==> src/rtl/esdi_pkg.sv <==
// Shared definitions for the ESDI serial command/status interface:
// controller states, frame geometry, opcodes and the frame parity rule.
package esdi_pkg;

  typedef enum logic [2:0] {
    ST_IDLE   = 3'd0,
    ST_RX_ACK = 3'd1,
    ST_RX_REL = 3'd2,
    ST_RX_REQ = 3'd3,
    ST_RESP   = 3'd4,
    ST_TX_REQ = 3'd5,
    ST_TX_ACK = 3'd6,
    ST_TX_REL = 3'd7
  } esdi_state_e;

  localparam int ESDI_FRAME_BITS = 17;

  localparam logic [3:0] OPC_REQ_STATUS = 4'h2;
  localparam logic [3:0] OPC_REQ_CONFIG = 4'h3;

  // Parity bit that makes the 17-bit frame carry an odd number of ones.
  function automatic logic odd_parity(input logic [15:0] data);
    return ~^data;
  endfunction

endpackage

==> src/rtl/esdi_sync2.sv <==
// Two-flop synchronizer for an idle-high asynchronous line; resets to 1.
module esdi_sync2 (
  input  logic clk,
  input  logic rst,
  input  logic d,
  output logic q
);

  logic meta_r;
  logic sync_r;

  // Double-register the asynchronous input.
  always_ff @(posedge clk or posedge rst) begin
    if (rst) begin
      meta_r <= 1'b1;
      sync_r <= 1'b1;
    end else begin
      meta_r <= d;
      sync_r <= meta_r;
    end
  end

  assign q = sync_r;

endmodule

==> src/rtl/esdi_drive_cmd_responder.sv <==
// Drive-side ESDI serial command receiver and status/configuration responder
// working the TRANSFER REQ/ACK handshake.
module esdi_drive_cmd_responder
  import esdi_pkg::*;
#(
  parameter int unsigned ACK_DELAY   = 6,
  parameter int unsigned BIT_TIMEOUT = 1_000_000,
  parameter logic [3:0]  QUERY_OPC0  = OPC_REQ_STATUS,
  parameter logic [3:0]  QUERY_OPC1  = OPC_REQ_CONFIG
) (
  input  logic        csr_aclk,
  input  logic        csr_areset,
  input  logic        esdi_transfer_req,
  input  logic        esdi_command_data,
  output logic        esdi_transfer_ack,
  output logic        esdi_confstat_data,
  output logic        esdi_command_complete,
  output logic        esdi_attention,
  input  logic        attention,
  output logic        cmd_valid,
  output logic [15:0] cmd_data,
  output logic        cmd_parity_err,
  input  logic        cmd_done,
  input  logic        resp_valid,
  output logic        resp_ready,
  input  logic [15:0] resp_data,
  output logic        timeout
);

  localparam logic [4:0] LAST_BIT = 5'(ESDI_FRAME_BITS - 1);

  logic        req_sync_s, data_sync_s;
  esdi_state_e state_r, state_s;
  logic [4:0]  bit_cnt_r, bit_cnt_s;
  logic [31:0] cnt_r, cnt_s;
  logic [16:0] shift_in_r, shift_in_s;
  logic [16:0] shift_out_r, shift_out_s;
  logic        ack_r, ack_s, confstat_r, confstat_s, cc_r, cc_s, attn_r;
  logic        fin_pend_r, fin_pend_s, cmd_valid_r, cmd_valid_s;
  logic [15:0] cmd_data_r, cmd_data_s;
  logic        cmd_perr_r, cmd_perr_s, resp_ready_r, resp_ready_s;
  logic        timeout_r, timeout_s, abort_s, rx_perr_s, rx_query_s, tmo_hit_s;

  esdi_sync2 u_sync_req  (.clk(csr_aclk), .rst(csr_areset), .d(esdi_transfer_req), .q(req_sync_s));
  esdi_sync2 u_sync_data (.clk(csr_aclk), .rst(csr_areset), .d(esdi_command_data), .q(data_sync_s));

  assign rx_perr_s  = (odd_parity(shift_in_r[16:1]) != shift_in_r[0]);
  assign rx_query_s = !rx_perr_s && ((shift_in_r[16:13] == QUERY_OPC0) ||
                                     (shift_in_r[16:13] == QUERY_OPC1));
  assign tmo_hit_s  = (cnt_r >= (BIT_TIMEOUT - 32'd1));

  // Next-state and next-output logic of the handshake controller.
  always_comb begin
    state_s     = state_r;
    bit_cnt_s   = bit_cnt_r;
    shift_in_s  = shift_in_r;
    shift_out_s = shift_out_r;
    ack_s       = ack_r;
    confstat_s  = confstat_r;
    fin_pend_s  = 1'b0;
    cmd_valid_s = 1'b0;
    cmd_data_s  = cmd_data_r;
    cmd_perr_s  = cmd_perr_r;
    abort_s     = 1'b0;
    cnt_s       = 32'd0;

    // A cmd_done coinciding with cmd_valid belongs to the previous command.
    if ((cmd_done && !cmd_valid_r) || (fin_pend_r && rx_perr_s)) begin
      cc_s = 1'b0;
    end else begin
      cc_s = cc_r;
    end

    if (fin_pend_r) begin
      cmd_valid_s = 1'b1;
      cmd_data_s  = shift_in_r[16:1];
      cmd_perr_s  = rx_perr_s;
    end else begin
      cmd_valid_s = 1'b0;
    end

    case (state_r)
      ST_IDLE: begin
        bit_cnt_s = 5'd0;
        if (!req_sync_s) begin
          shift_in_s = {shift_in_r[15:0], ~data_sync_s};
          cc_s       = 1'b1;
          state_s    = ST_RX_ACK;
        end else begin
          state_s = ST_IDLE;
        end
      end
      ST_RX_ACK: begin
        if (cnt_r == (ACK_DELAY - 32'd1)) begin
          ack_s   = 1'b0;
          state_s = ST_RX_REL;
        end else begin
          state_s = ST_RX_ACK;
        end
      end
      ST_RX_REL: begin
        if (req_sync_s) begin
          ack_s = 1'b1;
          if (bit_cnt_r == LAST_BIT) begin
            bit_cnt_s  = 5'd0;
            fin_pend_s = 1'b1;
            state_s    = rx_query_s ? ST_RESP : ST_IDLE;
          end else begin
            bit_cnt_s = bit_cnt_r + 5'd1;
            state_s   = ST_RX_REQ;
          end
        end else begin
          abort_s = tmo_hit_s;
        end
      end
      ST_RX_REQ: begin
        if (!req_sync_s) begin
          shift_in_s = {shift_in_r[15:0], ~data_sync_s};
          state_s    = ST_RX_ACK;
        end else begin
          abort_s = tmo_hit_s;
        end
      end
      ST_RESP: begin
        if (resp_valid && resp_ready_r) begin
          shift_out_s = {resp_data, odd_parity(resp_data)};
          bit_cnt_s   = 5'd0;
          state_s     = ST_TX_REQ;
        end else begin
          abort_s = tmo_hit_s;
        end
      end
      ST_TX_REQ: begin
        if (!req_sync_s) begin
          confstat_s = ~shift_out_r[16];
          state_s    = ST_TX_ACK;
        end else begin
          abort_s = tmo_hit_s;
        end
      end
      ST_TX_ACK: begin
        if (cnt_r == (ACK_DELAY - 32'd1)) begin
          ack_s   = 1'b0;
          state_s = ST_TX_REL;
        end else begin
          abort_s = tmo_hit_s;
        end
      end
      ST_TX_REL: begin
        if (req_sync_s) begin
          ack_s       = 1'b1;
          shift_out_s = {shift_out_r[15:0], 1'b0};
          if (bit_cnt_r == LAST_BIT) begin
            bit_cnt_s  = 5'd0;
            confstat_s = 1'b1;
            cc_s       = 1'b0;
            state_s    = ST_IDLE;
          end else begin
            bit_cnt_s = bit_cnt_r + 5'd1;
            state_s   = ST_TX_REQ;
          end
        end else begin
          abort_s = tmo_hit_s;
        end
      end
      default: begin
        state_s = ST_IDLE;
      end
    endcase

    if (abort_s) begin
      state_s    = ST_IDLE;
      ack_s      = 1'b1;
      confstat_s = 1'b1;
      cc_s       = 1'b0;
      bit_cnt_s  = 5'd0;
    end else begin
      bit_cnt_s = bit_cnt_s;
    end

    // One counter serves both the ACK delay and the per-state watchdog.
    if ((state_s != state_r) || (state_r == ST_IDLE)) begin
      cnt_s = 32'd0;
    end else begin
      cnt_s = cnt_r + 32'd1;
    end

    resp_ready_s = (state_s == ST_RESP);
    timeout_s    = abort_s;
  end

  // State and registered-output update.
  always_ff @(posedge csr_aclk or posedge csr_areset) begin
    if (csr_areset) begin
      state_r      <= ST_IDLE;
      bit_cnt_r    <= 5'd0;
      cnt_r        <= 32'd0;
      shift_in_r   <= 17'd0;
      shift_out_r  <= 17'd0;
      ack_r        <= 1'b1;
      confstat_r   <= 1'b1;
      cc_r         <= 1'b0;
      fin_pend_r   <= 1'b0;
      cmd_valid_r  <= 1'b0;
      cmd_data_r   <= 16'd0;
      cmd_perr_r   <= 1'b0;
      resp_ready_r <= 1'b0;
      timeout_r    <= 1'b0;
      attn_r       <= 1'b1;
    end else begin
      state_r      <= state_s;
      bit_cnt_r    <= bit_cnt_s;
      cnt_r        <= cnt_s;
      shift_in_r   <= shift_in_s;
      shift_out_r  <= shift_out_s;
      ack_r        <= ack_s;
      confstat_r   <= confstat_s;
      cc_r         <= cc_s;
      fin_pend_r   <= fin_pend_s;
      cmd_valid_r  <= cmd_valid_s;
      cmd_data_r   <= cmd_data_s;
      cmd_perr_r   <= cmd_perr_s;
      resp_ready_r <= resp_ready_s;
      timeout_r    <= timeout_s;
      attn_r       <= ~attention;
    end
  end

  assign esdi_transfer_ack     = ack_r;
  assign esdi_confstat_data    = confstat_r;
  assign esdi_command_complete = cc_r;
  assign esdi_attention        = attn_r;
  assign cmd_valid             = cmd_valid_r;
  assign cmd_data              = cmd_data_r;
  assign cmd_parity_err        = cmd_perr_r;
  assign resp_ready            = resp_ready_r;
  assign timeout               = timeout_r;

endmodule
==> config.mk <==
export PLATFORM = sky130hd
export DESIGN_NAME = esdi_drive_cmd_responder
export DESIGN_NICKNAME = d
export VERILOG_FILES = /design/src/rtl/esdi_pkg.sv /design/src/rtl/esdi_sync2.sv /design/src/rtl/esdi_drive_cmd_responder.sv
export SDC_FILE = /design/constraint.sdc
export NUM_CORES = 1
export LEC_CHECK = 0
export ABC_AREA = 1
export CORE_ASPECT_RATIO = 0.7
export CORE_MARGIN = 1
export CORE_UTILIZATION = 45
export CTS_BUF_LIST = sky130_fd_sc_hd__clkbuf_8
export DETAILED_ROUTE_END_ITERATION = 16
export SLEW_MARGIN = 40
export SYNTH_ARGS = -nofsm -noshare
export SYNTH_HDL_FRONTEND = slang
export SYNTH_SLANG_ARGS = --single-unit
==> constraint.sdc <==
create_clock -name csr_aclk -period 7.2 [get_ports csr_aclk]
set_input_delay 1.44 -clock csr_aclk [delete_from_list [all_inputs] [get_ports csr_aclk]]
set_output_delay 1.44 -clock csr_aclk [all_outputs]
set_load 0.05 [all_outputs]
==> results.py <==
metrics = {
    "outcome": {
        "status": "completed",
    },
    "global_route": {
        "grt.met1_usage_pct": 28.9,
        "grt_util_met2_pct": 27.6,
        "grt_first_pass_wirelength_mm": 19.2,
        "grt_pass1_vias": 4061,
        "grt_overflow": 0,
        "grt.total_usage_pct": 19.2,
        "antenna_found_initial": 0,
        "met3_usage_pct": 4.42,
        "grt_max_degree": 59,
        "top_usage_layer": "met1",
    },
    "synth": {
        "synth_nets": 709,
        "synth_top_area_share_pct": 43.9,
        "ys_top_cells_by_count": "nand2_1, dfrtp_1, inv_1",
        "synth.avg_cell_area_um2": 8.06,
        "yosys_warnings": 0,
        "synth.most_common_cell": "nand2_1",
        "synth_ff_type": "dfrtp_1",
        "syn_inst": 679,
        "synth_edf_count": 0,
        "synth-seq-cells": 103,
        "ys_seq_area_share_pct": 47.3,
        "syn_area_mm2": 0.00547,
        "synth_cell_types": 31,
        "synth_area_leaders": "dfrtp_1, nand2_1, inv_1, nor2_1, o21ai_0",
        "synthArstFlopShare_pct": 100,
        "yosys.area.top_type": "dfrtp_1",
    },
    "power_and_ir_drop": {
        "ir_worst_vdd_mv": 0.179,
        "switching_share_pct": 41.2,
        "comb_power_share_pct": 36.5,
        "seq_power_share_pct": 41.6,
        "leakagePower_nw": 2.87,
        "clkPwrFrac_pct": 21.8,
        "power.internal_w": 0.000977,
        "cellPowerDensity_mw_per_mm2": 265,
        "p_sw_w": 0.000686,
    },
    "floorplan": {
        "placementRows": 33,
        "dieHeight_um": 94.3,
        "die_area_mm2": 0.0126,
        "io_pins": 47,
        "core_area_mm2": 0.0118,
        "floorplan.initialDensity_pct": 46.5,
        "die_w_um": 134,
    },
    "worst_setup_path": {
        "worstPathArrival_ps": 3590,
        "cp-start-kind": "primary input",
        "endpoint_kind": "register",
        "reg2reg_depth": 14,
        "critPathRequiredTime_ps": 7480,
        "worstSetupPathType": "primary input to register",
        "critPathMaxFanout": 32,
    },
    "route": {
        "drtIter0Drc": 275,
        "wire_per_inst_um": 12.6,
        "totalWireLength_mm": 11.1,
        "dr.pass1.iters": 5,
        "ant_nets": 0,
        "drc": 0,
        "viasPerCell": 4.91,
        "route.vias.total": 4330,
    },
    "layout": {
        "register_area_mm2": 0.00259,
        "finalNetCount": 749,
        "fillers": 1102,
        "antenna_cells": 0,
        "final_cells": 881,
        "syn2layout_area_growth_pct": 14.5,
        "multi_input_area_mm2": 0.00249,
        "drive_above_1_share_pct": 9.67,
    },
    "run": {
        "max_cap_viol_count": 0,
    },
    "timing": {
        "fin_crit_sh_pct": 46.0,
        "hold_viol": 0,
        "slew_headroom_pct": 53.0,
        "finalClockSkew_ps": 15.9,
        "rsz0062_at_grt": "false",
        "finalSetupViolations": 0,
        "report.final.slew_viol_count": 0,
        "finalSetupTns_ps": 0,
        "tightest_slew_ps": 703,
        "max_freq_mhz": 302,
        "min_period_ps": 3310,
    },
    "cts": {
        "root_buffer": "clkbuf_8",
        "cts_resized": 0,
        "numCtsBuffers": 9,
        "clkTransAtPathRegs_ps": 100,
        "clock_sinks": 103,
        "post_cts_buffers": 0,
        "cts_tree": "yes",
        "clock_latency_ps": 370,
        "clock_path_buffers": 2,
        "cts-hold-fix-buffers": 0,
        "cts.htree.levels": 3,
    },
    "placed_design": {
        "dp_cells": 865,
        "io_buffers": 46,
        "dp.final_hpwl_mm": 8.01,
        "place.gp.congestion": 0.848,
    },
    "min_path": {
        "min_path_cells": 0,
        "hp-class": "register to register",
    },
}
==> stage by stage <==
step | hold WS [ps] | util (%) | cell area (um2) | power (W) | setup slack, ps
finish | 361 | 53.3 | 6270 | 0.00166 | 3890
global route | 367 | 53.3 | 6270 | 0.00181 | 3650
CTS | 363 | 53.2 | 6260 | 0.00169 | 3890
detailed placement | 347 | 51.5 | 6060 | 0.00132 | 3490
global placement | 346 | 51.4 | 6050 | 0.00129 | 3240
floorplan | 345 | - | 5470 | 0.00121 | 3070
==> critical path: stages <==
cell and delay (ps):
clkdlybuf4s50_1 490, nand2_1 60, nand2_1 90, nand3_1 80, nor2_1 90, nand2_1 70, nand2_2 200, nand2_1 100
nand2_1 60, nand2_1 60, nor2_2 150, nand3_4 440, nor2_1 260
==> final timing paths <==
| check | from | endpoint | slack, ps |
|---|---|---|---|
| max in group asynchronous | csr_areset | esdi_transfer_ack$_DFFE_PP1P_ | 4800 |
| setup / recovery | resp_valid | cnt_r[0]$_DFF_PP0_ | 3890 |
| hold / removal | u_sync_data.meta_r$_DFF_PP1_ | u_sync_data.q$_DFF_PP1_ | 360 |
| hold reg to reg | u_sync_data.meta_r$_DFF_PP1_ | u_sync_data.q$_DFF_PP1_ | 360 |
| setup reg to reg | state_r[1]$_DFF_PP0_ | cnt_r[0]$_DFF_PP0_ | 4290 |
| min in group asynchronous | csr_areset | cmd_data[11]$_DFFE_PP0P_ | 1480 |
==> layer usage <==
layer	vias to the layer above	routed length, um
met5	-	0
met4	0	85
met3	8	445
met2	60	4590
met1	2013	5960
li1	2249	-
==> logic make-up (layout without fill, tap and decap cells) <==
family | Yosys count | count (layout) | synth area share, %
AO/OA/AOI/OAI | 96 | 96 | 10.0
XOR/XNOR | 44 | 44 | 7.04
adder cells (fa/ha/maj) | 7 | 7 | 1.60
buffers and inverters | 104 | 149 | 7.68
flip-flops | 103 | 103 | 47.3
multiplexers | 1 | 1 | 0.206
AND/OR/NAND/NOR | 324 | 324 | 26.2
==> layout make-up <==
cell class,instances,share of cell area (%)
Timing Repair Buffer,47,7.53
Inverter,86,5.19
Multi-Input combinational cell,472,39.7
Clock inverter,5,0.759
Tap cell,157,3.13
Clock buffer,11,2.42
Sequential cell,103,41.3
==> state kept, by name (all words and copies together) (netlist names), 3 cells and up <==
name	cells
shift_out_r	17
bit_cnt_r	5
state_r	3
cmd_data	16
cnt_r	32
shift_in_r	17
==> power by group through the flow <==
stage                     clock, W  combinational (W)  sequential [W]
final                     0.000363           0.000608        0.000692
after global routing      0.000400           0.000704        0.000701
after CTS                 0.000379           0.000615        0.000692
after detailed placement         0           0.000613        0.000702
after global placement           0           0.000593        0.000700
after floorplan                  0           0.000498        0.000711
==> cells in the final DEF (no fill, tap or decap) <==
cell             instances
nor3_1                  11
nor2_2                  32
nor2_1                  75
dfstp_2                  7
inv_4                    1
nand4_1                 13
clkdlybuf4s50_1         46
nand2_1                147
o21ai_2                  1
a21boi_0                 1
xor2_1                  26
buf_6                    1
inv_6                    2
inv_2                    3
nand3b_1                 2
inv_8                    2
o211ai_1                18
o2111a_1                 1
clkinvlp_4               1
o21bai_1                 1
o22ai_1                  1
a211o_1                  1
nor4_1                   5
o21a_1                   1
dfrtp_2                  1
mux2_2                   1
xnor2_1                 18
dfrtp_1                 95
inv_1                   82
ha_1                     7
nand2_2                  4
o21ai_0                 50
nand3_1                 33
a21oi_4                  1
a21oi_1                 20
nand3_4                  1
nor2_8                   1
clkbuf_8                11
No activity file was read; power rests on OpenSTA's default activity.
